===== config.mk =====
export PLATFORM = sky130hd
export DESIGN_NAME = bbg_seq
export DESIGN_NICKNAME = d
export VERILOG_FILES = /design/src/rtl/bbg_pkg.sv /design/src/rtl/bbg_prof_regs.sv /design/src/rtl/bbg_seq.sv
export SDC_FILE = /design/constraint.sdc
export NUM_CORES = 1
export LEC_CHECK = 0
export CORE_UTILIZATION = 58
export CTS_CLUSTER_SIZE = 25
export DETAILED_ROUTE_END_ITERATION = 10
export GPL_TIMING_DRIVEN = 0
export PLACE_DENSITY = 0.87
export SYNTH_ARGS = -nofsm -noshare
export SYNTH_HDL_FRONTEND = slang
export SYNTH_SLANG_ARGS = --single-unit

===== constraint.sdc =====
create_clock -name clk -period 3.25 [get_ports clk]
set_clock_uncertainty 0.1 [all_clocks]
set_input_delay 0.4875 -clock clk [delete_from_list [all_inputs] [get_ports clk]]
set_output_delay 0.4875 -clock clk [all_outputs]
set_load 0.01 [all_outputs]

===== src/rtl/bbg_pkg.sv =====
// Shared types and constants for the baseband-generator run-time sequencer.
package bbg_pkg;

    typedef enum logic [1:0] {
        ST_IDLE  = 2'd0,
        ST_LOAD  = 2'd1,
        ST_FLUSH = 2'd2,
        ST_RUN   = 2'd3
    } bbg_state_t;

    // Field order matches the cfg_wdata word {dwell, freq, pn, syb}.
    typedef struct packed {
        logic [15:0] dwell;
        logic [7:0]  freq;
        logic [2:0]  pn;
        logic [1:0]  syb;
    } bbg_prof_t;

    localparam int PROF_W = $bits(bbg_prof_t);

    localparam logic [1:0] SYB_BPSK  = 2'd0;
    localparam logic [1:0] SYB_QPSK  = 2'd1;
    localparam logic [1:0] SYB_16QAM = 2'd2;
    localparam logic [1:0] SYB_64QAM = 2'd3;

    localparam logic [2:0] PN3  = 3'd0;
    localparam logic [2:0] PN5  = 3'd1;
    localparam logic [2:0] PN7  = 3'd2;
    localparam logic [2:0] PN9  = 3'd3;
    localparam logic [2:0] PN11 = 3'd4;
    localparam logic [2:0] PN15 = 3'd5;

    function automatic logic prof_skipped(input bbg_prof_t p);
        return (p.dwell == 16'd0);
    endfunction

endpackage


===== src/rtl/bbg_prof_regs.sv =====
// Profile table: NPROF entries, one write port, combinational read by index.
module bbg_prof_regs
    import bbg_pkg::*;
#(
    parameter  int NPROF = 4,
    localparam int AW    = $clog2(NPROF)
) (
    input  logic            clk,
    input  logic            rst,
    input  logic            we,
    input  logic [AW-1:0]   waddr,
    input  bbg_prof_t       wdata,
    input  logic [AW-1:0]   raddr,
    output bbg_prof_t       rdata
);

    bbg_prof_t table_q [NPROF];

    always_ff @(posedge clk or negedge rst) begin
        if (!rst) begin
            for (int i = 0; i < NPROF; i++) table_q[i] <= '0;
        end else if (we) begin
            table_q[waddr] <= wdata;
        end
    end

    assign rdata = table_q[raddr];

endmodule


===== src/rtl/bbg_seq.sv =====
// Run-time sequencer: steps through the profile table on PRBS pattern boundaries,
// flushing the filter chain and muting the DAC path around every profile change.
//
//   state    | meaning
//   ---------+----------------------------------------------------------
//   ST_IDLE  | waiting for start; generator disabled, outputs muted
//   ST_LOAD  | one cycle per entry: skip dwell==0 or latch freq/pn/syb
//   ST_FLUSH | flt_clr held for FLUSH_LEN cycles, generator disabled
//   ST_RUN   | generator on; unmute after SETTLE cke; count pattern edges
module bbg_seq
    import bbg_pkg::*;
#(
    parameter  int NPROF     = 4,
    parameter  int FLUSH_LEN = 4,
    parameter  int SETTLE    = 48,
    localparam int AW        = $clog2(NPROF)
) (
    input  logic            clk,
    input  logic            rst,
    input  logic            start,
    input  logic            stop,
    input  logic            loop,
    input  logic            cfg_we,
    input  logic [AW-1:0]   cfg_addr,
    input  logic [28:0]     cfg_wdata,
    input  logic            cke,
    input  logic            pat_sync,
    output logic [7:0]      freq,
    output logic [2:0]      pn,
    output logic [1:0]      syb,
    output logic            gen_en,
    output logic            flt_clr,
    output logic            mute,
    output logic            busy,
    output logic [AW-1:0]   prof_idx,
    output logic            done
);

    localparam int FW = $clog2(FLUSH_LEN + 1);
    localparam int SW = $clog2(SETTLE + 1);
    localparam logic [AW-1:0] LAST       = AW'(NPROF - 1);
    localparam logic [FW-1:0] FLUSH_INIT = FW'(FLUSH_LEN - 1);
    localparam logic [SW-1:0] SETTLE_INIT = SW'(SETTLE);

    bbg_state_t      state, state_nx;
    logic [AW-1:0]   idx, idx_nx;
    logic [AW-1:0]   skip_cnt, skip_nx;
    logic [FW-1:0]   flush_cnt;
    logic [SW-1:0]   settle_cnt;
    logic [15:0]     dwell_cnt;
    logic            stop_pend;
    logic            pat_prev;
    logic            pat_rise;
    logic            latch;
    logic            to_idle;
    logic            done_q;
    logic [7:0]      freq_q;
    logic [2:0]      pn_q;
    logic [1:0]      syb_q;
    bbg_prof_t       prof_rd;

    bbg_prof_regs #(.NPROF(NPROF)) u_regs (
        .clk   (clk),
        .rst   (rst),
        .we    (cfg_we),
        .waddr (cfg_addr),
        .wdata (bbg_prof_t'(cfg_wdata)),
        .raddr (idx),
        .rdata (prof_rd)
    );

    assign pat_rise = pat_sync & ~pat_prev;

    always_comb begin
        state_nx = state;
        idx_nx   = idx;
        skip_nx  = skip_cnt;
        latch    = 1'b0;
        to_idle  = 1'b0;
        case (state)
            ST_IDLE: begin
                if (start && !stop) begin
                    state_nx = ST_LOAD;
                    idx_nx   = '0;
                    skip_nx  = '0;
                end
            end
            ST_LOAD: begin
                if (stop) begin
                    to_idle = 1'b1;
                end else if (prof_skipped(prof_rd)) begin
                    // Without loop, skipping past the last entry ends the table.
                    if (skip_cnt == LAST || (idx == LAST && !loop)) begin
                        to_idle = 1'b1;
                    end else begin
                        idx_nx  = idx + 1'b1;
                        skip_nx = skip_cnt + 1'b1;
                    end
                end else begin
                    latch    = 1'b1;
                    state_nx = ST_FLUSH;
                end
            end
            ST_FLUSH: begin
                if (stop) to_idle = 1'b1;
                else if (flush_cnt == '0) state_nx = ST_RUN;
            end
            ST_RUN: begin
                if (pat_rise && (stop_pend || stop || dwell_cnt == 16'd1)) begin
                    if (stop_pend || stop || (idx == LAST && !loop)) begin
                        to_idle = 1'b1;
                    end else begin
                        state_nx = ST_LOAD;
                        idx_nx   = idx + 1'b1;
                        skip_nx  = '0;
                    end
                end
            end
            default: state_nx = ST_IDLE;
        endcase
        if (to_idle) state_nx = ST_IDLE;
    end

    always_ff @(posedge clk or negedge rst) begin
        if (!rst) begin
            state      <= ST_IDLE;
            idx        <= '0;
            skip_cnt   <= '0;
            flush_cnt  <= FLUSH_INIT;
            settle_cnt <= SETTLE_INIT;
            dwell_cnt  <= '0;
            stop_pend  <= 1'b0;
            pat_prev   <= 1'b0;
            done_q     <= 1'b0;
            freq_q     <= '0;
            pn_q       <= '0;
            syb_q      <= '0;
        end else begin
            state    <= state_nx;
            idx      <= idx_nx;
            skip_cnt <= skip_nx;
            pat_prev <= pat_sync;
            done_q   <= to_idle;

            if (latch) begin
                freq_q    <= prof_rd.freq;
                pn_q      <= prof_rd.pn;
                syb_q     <= prof_rd.syb;
                dwell_cnt <= prof_rd.dwell;
            end else if (state == ST_RUN && pat_rise && dwell_cnt != '0) begin
                dwell_cnt <= dwell_cnt - 1'b1;
            end

            if (state != ST_FLUSH) flush_cnt <= FLUSH_INIT;
            else if (flush_cnt != '0) flush_cnt <= flush_cnt - 1'b1;

            if (state != ST_RUN) settle_cnt <= SETTLE_INIT;
            else if (cke && settle_cnt != '0) settle_cnt <= settle_cnt - 1'b1;

            if (state != ST_RUN) stop_pend <= 1'b0;
            else if (stop) stop_pend <= 1'b1;
        end
    end

    assign freq     = freq_q;
    assign pn       = pn_q;
    assign syb      = syb_q;
    assign gen_en   = (state == ST_RUN);
    assign flt_clr  = (state == ST_FLUSH);
    assign mute     = !(state == ST_RUN && settle_cnt == '0);
    assign busy     = (state != ST_IDLE);
    assign prof_idx = idx;
    assign done     = done_q;

endmodule


After elaboration in Yosys (flattened, before gate mapping)
Index checks and enable logic that the tools add are counted. Widths: inputs -> output; s select.

Register bits: 163. Logic and storage cells: 137.

Add/sub/neg operators: 5. $lt $le $gt $ge: 3. Eq/ne operators: 21. Multiplexer cells: 46. Bitwise logic cells: 4. Reduce and logical (&&, ||, !) cells: 30.

Operators with widths (count): $bwmux 116 (1); $mux 29 (3); $bmux 29 s2 (1); $demux 29 s2 (1); $mux 2 (19); $mux 16 (2); $eq 16x1->1 const B (1); $logic_not 16->1 (1); $reduce_bool 16->1 (1); $sub 16x1->16 const B (1); $ne 2x2->1 const B (7); $reduce_and 7->1 (2); $mux 6 (2); $ne 3x3->1 const B (4); $pmux 2 s3 (2); $mux 1 (11); $reduce_bool 2->1 (5); $eq 2x2->1 const B (4); $logic_and 1x1->1 (8); $pmux 2 s4 (1); $ge 3x3->1 const B (2); $logic_not 6->1 (1); $mux 3 (2); $ne 3x1->1 const B (2); other kinds (17) (25).

Logic depth before layout (Yosys ltp)
Gate-level depths: netlist of run 1.

Word-level depth: 10. Depth in mapped cells: 9. Mapped depth without buffers: 8.

Modules after synthesis
From an unflattened synthesis of run 1, not the netlist that was laid out.

Cell total of the unflattened synthesis: 527. Area total of the unflattened synthesis: 7652.3 µm².

Modules (own cells, without submodules): bbg_prof_regs (times used 1, cells each 283, area each 5159.9 µm², sequential area each 2902.8 µm²); bbg_seq (times used 1, cells each 244, area each 2492.4 µm², sequential area each 1181.1 µm²).

Worst setup path after synthesis of run 1
No wires, ideal clock.

Path kind: register to register. Start: reg idx[0] (netlist: prof_idx[0]). End: reg state[0]. Library setup time: 0.128 ns. Data arrival time: 2.352 ns. Slack: 0.670 ns. Cell stages (with the launch flop): 9. Path buffers: 2. Period minus slack after synthesis: 2.580 ns. Cells stage by stage: dfrtp_1 buf_4 mux4_2 nor4_1 and4_1 buf_4 nand2_1 a21oi_1 mux2_1.

Cells in the longest elaborated chain, start to end: 10.

Ends and longest elaborated chain: start: declaration (line bbg_seq.sv:46) `logic [AW-1:0] idx, idx_nx;`; start signal: assignment (line bbg_seq.sv:140) `idx <= idx_nx;`; $not 2->3 (not written as such) (line bbg_prof_regs.sv:27) `assign rdata = table_q[raddr];`; $bmux 29 s2 (line bbg_prof_regs.sv:27); $mux 29 (not written as such) (2 in series) (line bbg_prof_regs.sv:27); $logic_not 16->1 (line bbg_pkg.sv:34) `return (p.dwell == 16'd0);`; $mux 1 (line bbg_seq.sv:91) `end else if (prof_skipped(prof_rd)) begin`; $mux 1 (line bbg_seq.sv:89) `if (stop) begin`; $pmux 1 s3 (line bbg_seq.sv:80) `case (state)`; $ne 3x3->1 (no source line) (tied with other cells); $reduce_and 7->1 (no source line); end signal: assignment (line bbg_seq.sv:139) `state <= state_nx;`; end: declaration (line bbg_seq.sv:45) `bbg_state_t state, state_nx;`.

Several ways; a longest one is shown, not always the timed one. The select of a mux whose other input is x is not followed. A chain may end at the register's enable or synchronous reset.

Worst setup path after layout of run 1
Start: reg idx[1] (netlist: prof_idx[1]). End: reg pn_q[1] (netlist: pn[1]).

Cells in the longest elaborated chain, start to end: 8.

Ends and longest elaborated chain: $not 2->3 (not written as such) * (line bbg_prof_regs.sv:27); $bmux 29 s2 * (line bbg_prof_regs.sv:27); $mux 29 (not written as such) * (2 in series) (line bbg_prof_regs.sv:27); $logic_not 16->1 (line bbg_pkg.sv:34); $mux 1 (line bbg_seq.sv:91); $mux 1 (line bbg_seq.sv:89); $mux 1 (line bbg_seq.sv:80); end signal: assignment (line bbg_seq.sv:147) `pn_q <= prof_rd.pn;`; end: declaration (line bbg_seq.sv:58) `logic [2:0] pn_q;`.

Mark *: on every way between the ends. The rest lies on a longest branch, timed or not. The select of a mux whose other input is x is not followed.

==> results of run 1 <==
## layout by cell type, fill, tap and decap left out, types with 3 or more instances in the layout
cell             count
a21oi_1              4
o21ai_0             25
clkdlybuf4s50_1     57
nand3_1              3
mux2_4              10
nor3_1               5
clkbuf_8             3
clkbuf_1            17
buf_6                3
or3_1                5
mux2_2             121
xor2_1              10
dfrtp_1            159
inv_1               18
clkinv_2             5
ha_1                13
mux4_2              29
clkinvlp_4           3
clkbuf_16           17
nor4_1               8
xnor2_1             11
nand2_1             29
nor2_1              14
o211ai_1             3
dfstp_2              4
## how the worst min path moves through the flow
stage and end:
2_1_floorplan done$_DFF_PN0_, 3_3_place_gp u_regs.table_q[9]$_DFFE_PN0P_, 3_5_place_dp dwell_cnt[10]$_DFFE_PN0P_, 4_1_cts u_regs.table_q[50]$_DFFE_PN0P_, 5_1_grt u_regs.table_q[50]$_DFFE_PN0P_, 6_report u_regs.table_q[50]$_DFFE_PN0P_
## cell type report
cell class              count  area, um^2
plain buffers              24       115.1
fillers                   827        3696
clock buffers              21       470.5
flip-flops and latches    163        4084
inverters                  18       67.56
multi-input cells         324        3244
repair buffers             60       619.3
clock inverters            10       107.6
well taps                 172       215.2
## flip-flops by register name, summed over array words and instances, names as in the netlist
signal,count
state,2
settle_cnt,6
prof_idx,2
done,1
pat_prev,1
u_regs.table_q,116
freq,8
pn,3
dwell_cnt,16
syb,2
flush_cnt,3
skip_cnt,2
stop_pend,1
## cell families after synthesis
group / Yosys count / synth area share
AO/OA/AOI/OAI: 46 / 0.03732
XOR/XNOR: 21 / 0.02449
adder cells (fa/ha/maj): 13 / 0.02166
buffers and inverters: 42 / 0.02432
flip-flops: 163 / 0.5437
multiplexers: 161 / 0.2899
AND/OR/NAND/NOR: 83 / 0.05864
## timing repair
| item | 4_1_cts | 5_1_grt |
|---|---|---|
| endpoints found under the hold margin | 50 | 0 |
| hold buffers | 1 | 0 |
| setup endpoints to repair | 0 | 0 |
## through the flow
| stage | cell area, um^2 | std cells | util | TNS, ns |
|---|---|---|---|---|
| after floorplan | 7511 | 529 | - | 0 |
| after global placement | 8307 | 759 | 0.6582 | -727.69 |
| after detailed placement | 8335 | 760 | 0.6605 | 0 |
| after CTS | 8924 | 792 | 0.7071 | 0 |
| after global routing | 8924 | 792 | 0.7071 | 0 |
| final | 8924 | 792 | 0.7071 | 0 |
## power by group
part           internal, uW  switching [uW]  leakage (uW)
combinational          1260            1020       0.00147
sequential             2550             352       0.00196
clock                  1180             790      0.000281
## worst max-delay path, delay by kind of cell (launching register included)
kind                   cells  cell delay [ns]
buffers and inverters      3             1.02
muxes                      2             0.72
DFF                        1             0.44
and+or+nand+nor            3             0.72
## cells in the mapped netlist, drive strengths merged, types with 3 or more instances
library cell	n
nand2	29
nor2	14
xnor2	11
xor2	10
ha	13
nand3	3
o211ai	3
dfstp	4
clkbuf	16
mux2	132
or3	5
dfrtp	159
mux4	29
nor4	9
nor3	6
o21ai	25
buf	8
a21oi	4
inv	18
## layer usage
layer / GRT usage / vias up / wire length (um)
li1: - / 2094 / -
met1: 0.3372 / 2461 / 6747
met2: 0.4317 / 124 / 8071
met3: 0.06015 / 27 / 690
met4: 0.1111 / 0 / 304
met5: 0 / - / 0
==> metrics.md, run 1 <==
| Metric | Value |
|---|---|
| RR Endpoint | pn[1]$_DFFE_PN0P_ |
| Seq/Total Area, Yosys | 0.5437 |
| Maximum clock insertion buffer count | 2 |
| Post-layout power | 7146 uW |
| Max capacitance violation total | 0 |
| Reg2reg path depth | 8 |
| RePlAce Congestion | 0.8608 |
| Buffers added on ports | 58 |
| Post-synth EDFFs | 0 |
| Worst setup endpoint | pn[1]$_DFFE_PN0P_ |
| Flops & latches, synth | 163 |
| Initial core utilization | 0.5952 |
| Critical Path Sink Type | flip-flop |
| Largest net degree at the start of global routing | 110 |
| CP Cell Sequence | clkbuf_1 > mux4_2 > nor4_1 > and4_1 > buf_4 > nor3_4 > buf_6 > mux2_4 |
| Ports | 59 |
| Peak VDD IR | 0.3966 mV |
| Reg2Reg Setup Slack | 0.12 ns |
| H-Tree Depth | 4 |
| Core box area | 12,620 um^2 |
| Initial drt markers | 329 |
| Outcome | complete, no violations |
| RR Startpoint | prof_idx[1]$_DFFE_PN0P_ |
| Classification of the worst setup path | reg2reg |
| Leakage dissipation | 0.003705 uW |
| Crit path launch | prof_idx[1]$_DFFE_PN0P_ |
| Least-Margin Pin Slew | 0.8294 ns |
| Final WL | 15,810 um |
| Crit path max fanout | 10 |
| Vias in the first global route | 4,999 |
| Worst Hold Depth | 1 |
| Die X | 115.8 um |
| Max-slew violations | 0 |
| Tcrit/Tclk final | 0.9644 |
| Cts repair resizes | 0 |
| Place WS | 0.09418 ns |
| DR pass1 iterations | 5 |
| WP data required | 3.46 ns |
| Initial antenna violation count | 0 |
| Drt wl/cell | 19.97 um |
| Syn nets | 581 |
| Mapped Cells | 529 |
| Max incr delay on CP | 0.56 ns |
| Final hold violations | 0 |
| RSZ-0062 raised after global routing | no |
| Final HPWL DP | 10,430 um |
| Most used flip-flop cell after synthesis | dfrtp_1 |
| F_max | 0.3191 GHz |
| HP Start | u_regs.table_q[50]$_DFFE_PN0P_ |
| Routed Antenna Nets | 0 |
| Nets | 660 |
| Die area | 13,410 um^2 |
| First-pass GRT wire length | 25,780 um |
| Crit-path slowest cell | clkbuf_1 |
| Most area-consuming cells after synthesis | dfrtp_1, mux2_2, mux4_2 |
| Clock sink count | 163 |
| Clk_lat worst skew | 0.43 ns |
| Share of cells above drive strength 1 | 0.3339 |
| Root buffer cell | clkbuf_16 |
| Final setup violation count | 0 |
| Number of buffers created by CTS | 17 |
| Distinct cells, synth | 50 |
| Max-slew headroom | 0.4470 |
| Syn-to-layout area delta | 18.81% |
| Setup ws final | 0.1158 ns |
| Fin crit period | 3.134 ns |
| Post-Syn Area | 7511 um^2 |
| # Post-CTS Setup Buffers | 0 |
| Synth Warn # | 0 |
| Vias per inst | 5.942 |
| Vias post-DR | 4,706 |
| Post-synth top area share | 0.5297 |
| CP arrival | 3.34 ns |
| Avg Synthesized Cell Area | 14.20 um^2 |
| CTS tree | yes |
| # rows | 41 |
| GR Util All Layers | 0.2622 |
| Fraction of registers with async set/reset | 1.000 |
| Worst min path class | reg2reg |
| Area leader, netlist | dfrtp_1 |
| Die height | 115.8 um |
| Clock-pin slew on the worst setup and hold paths | 0.06 ns |
| DRC Markers | 0 |
| Hold Slack | 0.4009 ns |
| N_diodes | 0 |
| Global route overflow | 0 |
| Cell Pwr Density | 800.8 nW/um^2 |
| CP startpoint kind | flip-flop |
No activity file was read; power rests on OpenSTA's default activity.
==> inputs of run 2 (changes only) <==
==> constraint.sdc (replaced) <==
create_clock -name clk -period 3.25 [get_ports clk]
set_clock_uncertainty 0.1 [all_clocks]
set_input_delay 0.325 -clock clk [delete_from_list [all_inputs] [get_ports clk]]
set_output_delay 0.325 -clock clk [all_outputs]
set_load 0.01 [all_outputs]
==> results of run 2 <==
The final DEF is identical to that of run 1. Status: complete, no violations.
Among the figures that moved: setup slack after placement 0.09418 ns -> 0.2013 ns; hold slack 0.4009 ns -> 0.3204 ns; end point of the worst hold path u_regs.table_q[50]$_DFFE_PN0P_ -> pat_prev$_DFF_PN0_
==> inputs of run 3 (changes only) <==
- clock period: 3.25 -> 2.9 ns (I/O delays scaled with it)
==> run 3 against run 2 <==
Effect of this change: hold slack worse by 0.043 ns; clock-buffer cell count unchanged; core utilization rose by 1.3 points; global-route usage hardly changed; final cell count increased by 1.5%; via count increased by 0.87%; die area unchanged; critical path type unchanged; largest power group unchanged.
==> metrics.md, run 3 (synthesis results as in run 1) <==
| Metric | Value |
|---|---|
| Stages on the worst setup path | 9 |
| DR pass1 iterations | 4 |
| Vias per inst | 5.904 |
| Max-slew violations | 0 |
| Nets | 672 |
| Clock sink count | 163 |
| Worst min path class | in2reg |
| F_max | 0.3504 GHz |
| Worst Hold Depth | 1 |
| CP arrival | 3.07 ns |
| First-pass GRT wire length | 25,790 um |
| Tcrit/Tclk final | 0.9840 |
| # rows | 41 |
| Reg2reg path depth | 9 |
| Max-slew headroom | 0.4326 |
| Leading cell type in the layout, fill and taps excluded | dfrtp_1 |
| Most Crowded Layer GR | met2 |
| Initial antenna violation count | 0 |
| GR Util All Layers | 0.2623 |
| DRC Markers | 0 |
| Least-Margin Pin Slew | 0.8512 ns |
| Post-Route Utilization | 0.7204 |
| Drt wl/cell | 20.25 um |
| Routed Antenna Nets | 0 |
| Vias post-DR | 4,747 |
| Met1 capacity usage during global routing | 0.3376 |
| Most flops, register | u_regs.table_q |
| Fin crit period | 2.854 ns |
| Clock share of power | 0.269 |
| Max reg flops | 116 |
| H-Tree Depth | 4 |
| Vias in the first global route | 4,995 |
| Critical Path Sink Type | flip-flop |
| Die X | 115.8 um |
| RSZ-0062 raised after global routing | no |
| Bufs and invs on worst path | 4 |
| Max capacitance violation total | 0 |
| # fillers | 804 |
| Leakage dissipation | 0.003788 uW |
| N_diodes | 0 |
| Internal power | 5725 uW |
| CTS tree | yes |
| Buffers added on ports | 58 |
| RePlAce Congestion | 0.8608 |
| CP top delay family | multiplexers |
| Cell Pwr Density | 904.3 nW/um^2 |
| Outcome | complete, no violations |
| Number of buffers created by CTS | 17 |
| Switching part of the total power | 0.3036 |
| Die area | 13,410 um^2 |
| Global route overflow | 0 |
| Largest net degree at the start of global routing | 110 |
| Initial core utilization | 0.5952 |
| Most frequent cells in the layout | dfrtp_1, mux2_2, clkdlybuf4s50_1, mux4_2, nand2_1 |
| Global Route met2 Usage | 0.4337 |
| Peak VDD IR | 0.4507 mV |
| WP data required | 3.11 ns |
| Most frequent CP cell | buf_6 |
| P_sw | 2496 uW |
| Max incr delay on CP | 0.54 ns |
| Ports | 59 |
| Multi-input gate area | 3271 um^2 |
| Gate power share | 0.333 |
| Crit path max fanout | 10 |
| Initial drt markers | 354 |
| GR Util met3 | 0.05962 |
| CP startpoint kind | flip-flop |
| Final WL | 16,280 um |
| Share of cells above drive strength 1 | 0.3576 |
| Root buffer cell | clkbuf_16 |
| Reg power frac | 0.397 |
| Syn-to-layout area delta | 21.04% |
| Fin cells | 804 |
| Core box area | 12,620 um^2 |
| Final HPWL DP | 10,430 um |
| Clk_lat worst skew | 0.43 ns |
| Classification of the worst setup path | reg2reg |
| Crit-path slowest cell | mux4_2 |
| Die height | 115.8 um |
| Final hold violations | 0 |
| Placed Cells | 760 |
| Clock-pin slew on the worst setup and hold paths | 0.06 ns |
| FF+latch area | 4085 um^2 |
| CP Cell Sequence | clkbuf_16 > mux4_2 > nor4_2 > and4_1 > buf_6 > nor3_4 > buf_4 > buf_6 > mux2_4 |
| Final setup violation count | 0 |
| Maximum clock insertion buffer count | 2 |
[run 3: changes by cell type in the layout (fill, tap and decap cells not counted)]
cell,change
buf_4,+9
o41ai_1,-1
nor4_1,-3
clkbuf_1,-2
o41ai_2,+1
dfrtp_2,+1
clkbuf_4,+2
dfrtp_1,-1
nor4_2,+3
clkbuf_16,+1
buf_12,+2
[run 3: power groups by stage]
stage	clock network, uW	registers, uW	logic (uW)
finish	2210	3260	2740
global route	2320	3330	2980
CTS	2230	3250	2570
detailed placement	0	3270	2530
global placement	0	3230	2430
floorplan	0	3220	1730
[run 3: timing repair]
item                                    4_1_cts  5_1_grt
buffers inserted                              0       11
endpoints found under the setup margin       26       14
hold endpoints to repair                     50        0
gates resized for setup                       4       13
hold buffers                                  1        0
gates cloned                                  0        1
pin swaps                                     0        3
[run 3: worst paths after layout]
path                                                      from                              to  slack (ns)
min in group asynchronous                                  rst        dwell_cnt[8]$_DFFE_PN0P_        0.30
worst min-delay path                                  pat_sync              pat_prev$_DFF_PN0_        0.28
max in group asynchronous                                  rst             freq[4]$_DFFE_PN0P_        1.52
worst min register to register  u_regs.table_q[50]$_DFFE_PN0P_  u_regs.table_q[50]$_DFFE_PN0P_        0.40
worst max register to register         prof_idx[0]$_DFFE_PN0P_               pn[1]$_DFFE_PN0P_        0.05
worst max-delay path                   prof_idx[0]$_DFFE_PN0P_               pn[1]$_DFFE_PN0P_        0.05
[run 3: per-stage QoR]
stage / setup WS, ns / instance area [um^2] / hold WS [ns] / TNS [ns] / total power [uW]
CTS: 0.04370 / 8931 / 0.2699 / 0 / 8051
detailed placement: -0.1487 / 8335 / 0.1839 / -2.408 / 5800
floorplan: 0.3202 / 7511 / -0.1056 / 0 / 4941
finish: 0.04631 / 9091 / 0.2770 / 0 / 8221
global route: 0.001925 / 9091 / 0.2848 / 0 / 8628
global placement: -4.675 / 8307 / 0.3809 / -754.17 / 5661
[run 3: area by class of cell]
cell class              count  area share
inverters                  18    0.007432
repair buffers             72     0.07996
plain buffers              24     0.01624
multi-input cells         324      0.3598
clock inverters            10     0.01184
flip-flops and latches    163      0.4494
well taps                 172     0.02367
clock buffers              21     0.05175
[run 3: layer usage]
layer  wire, um  part of all wire
met1       6838              0.42
met2       8320              0.51
met3        783             0.048
met4        335             0.021
met5          0                 0
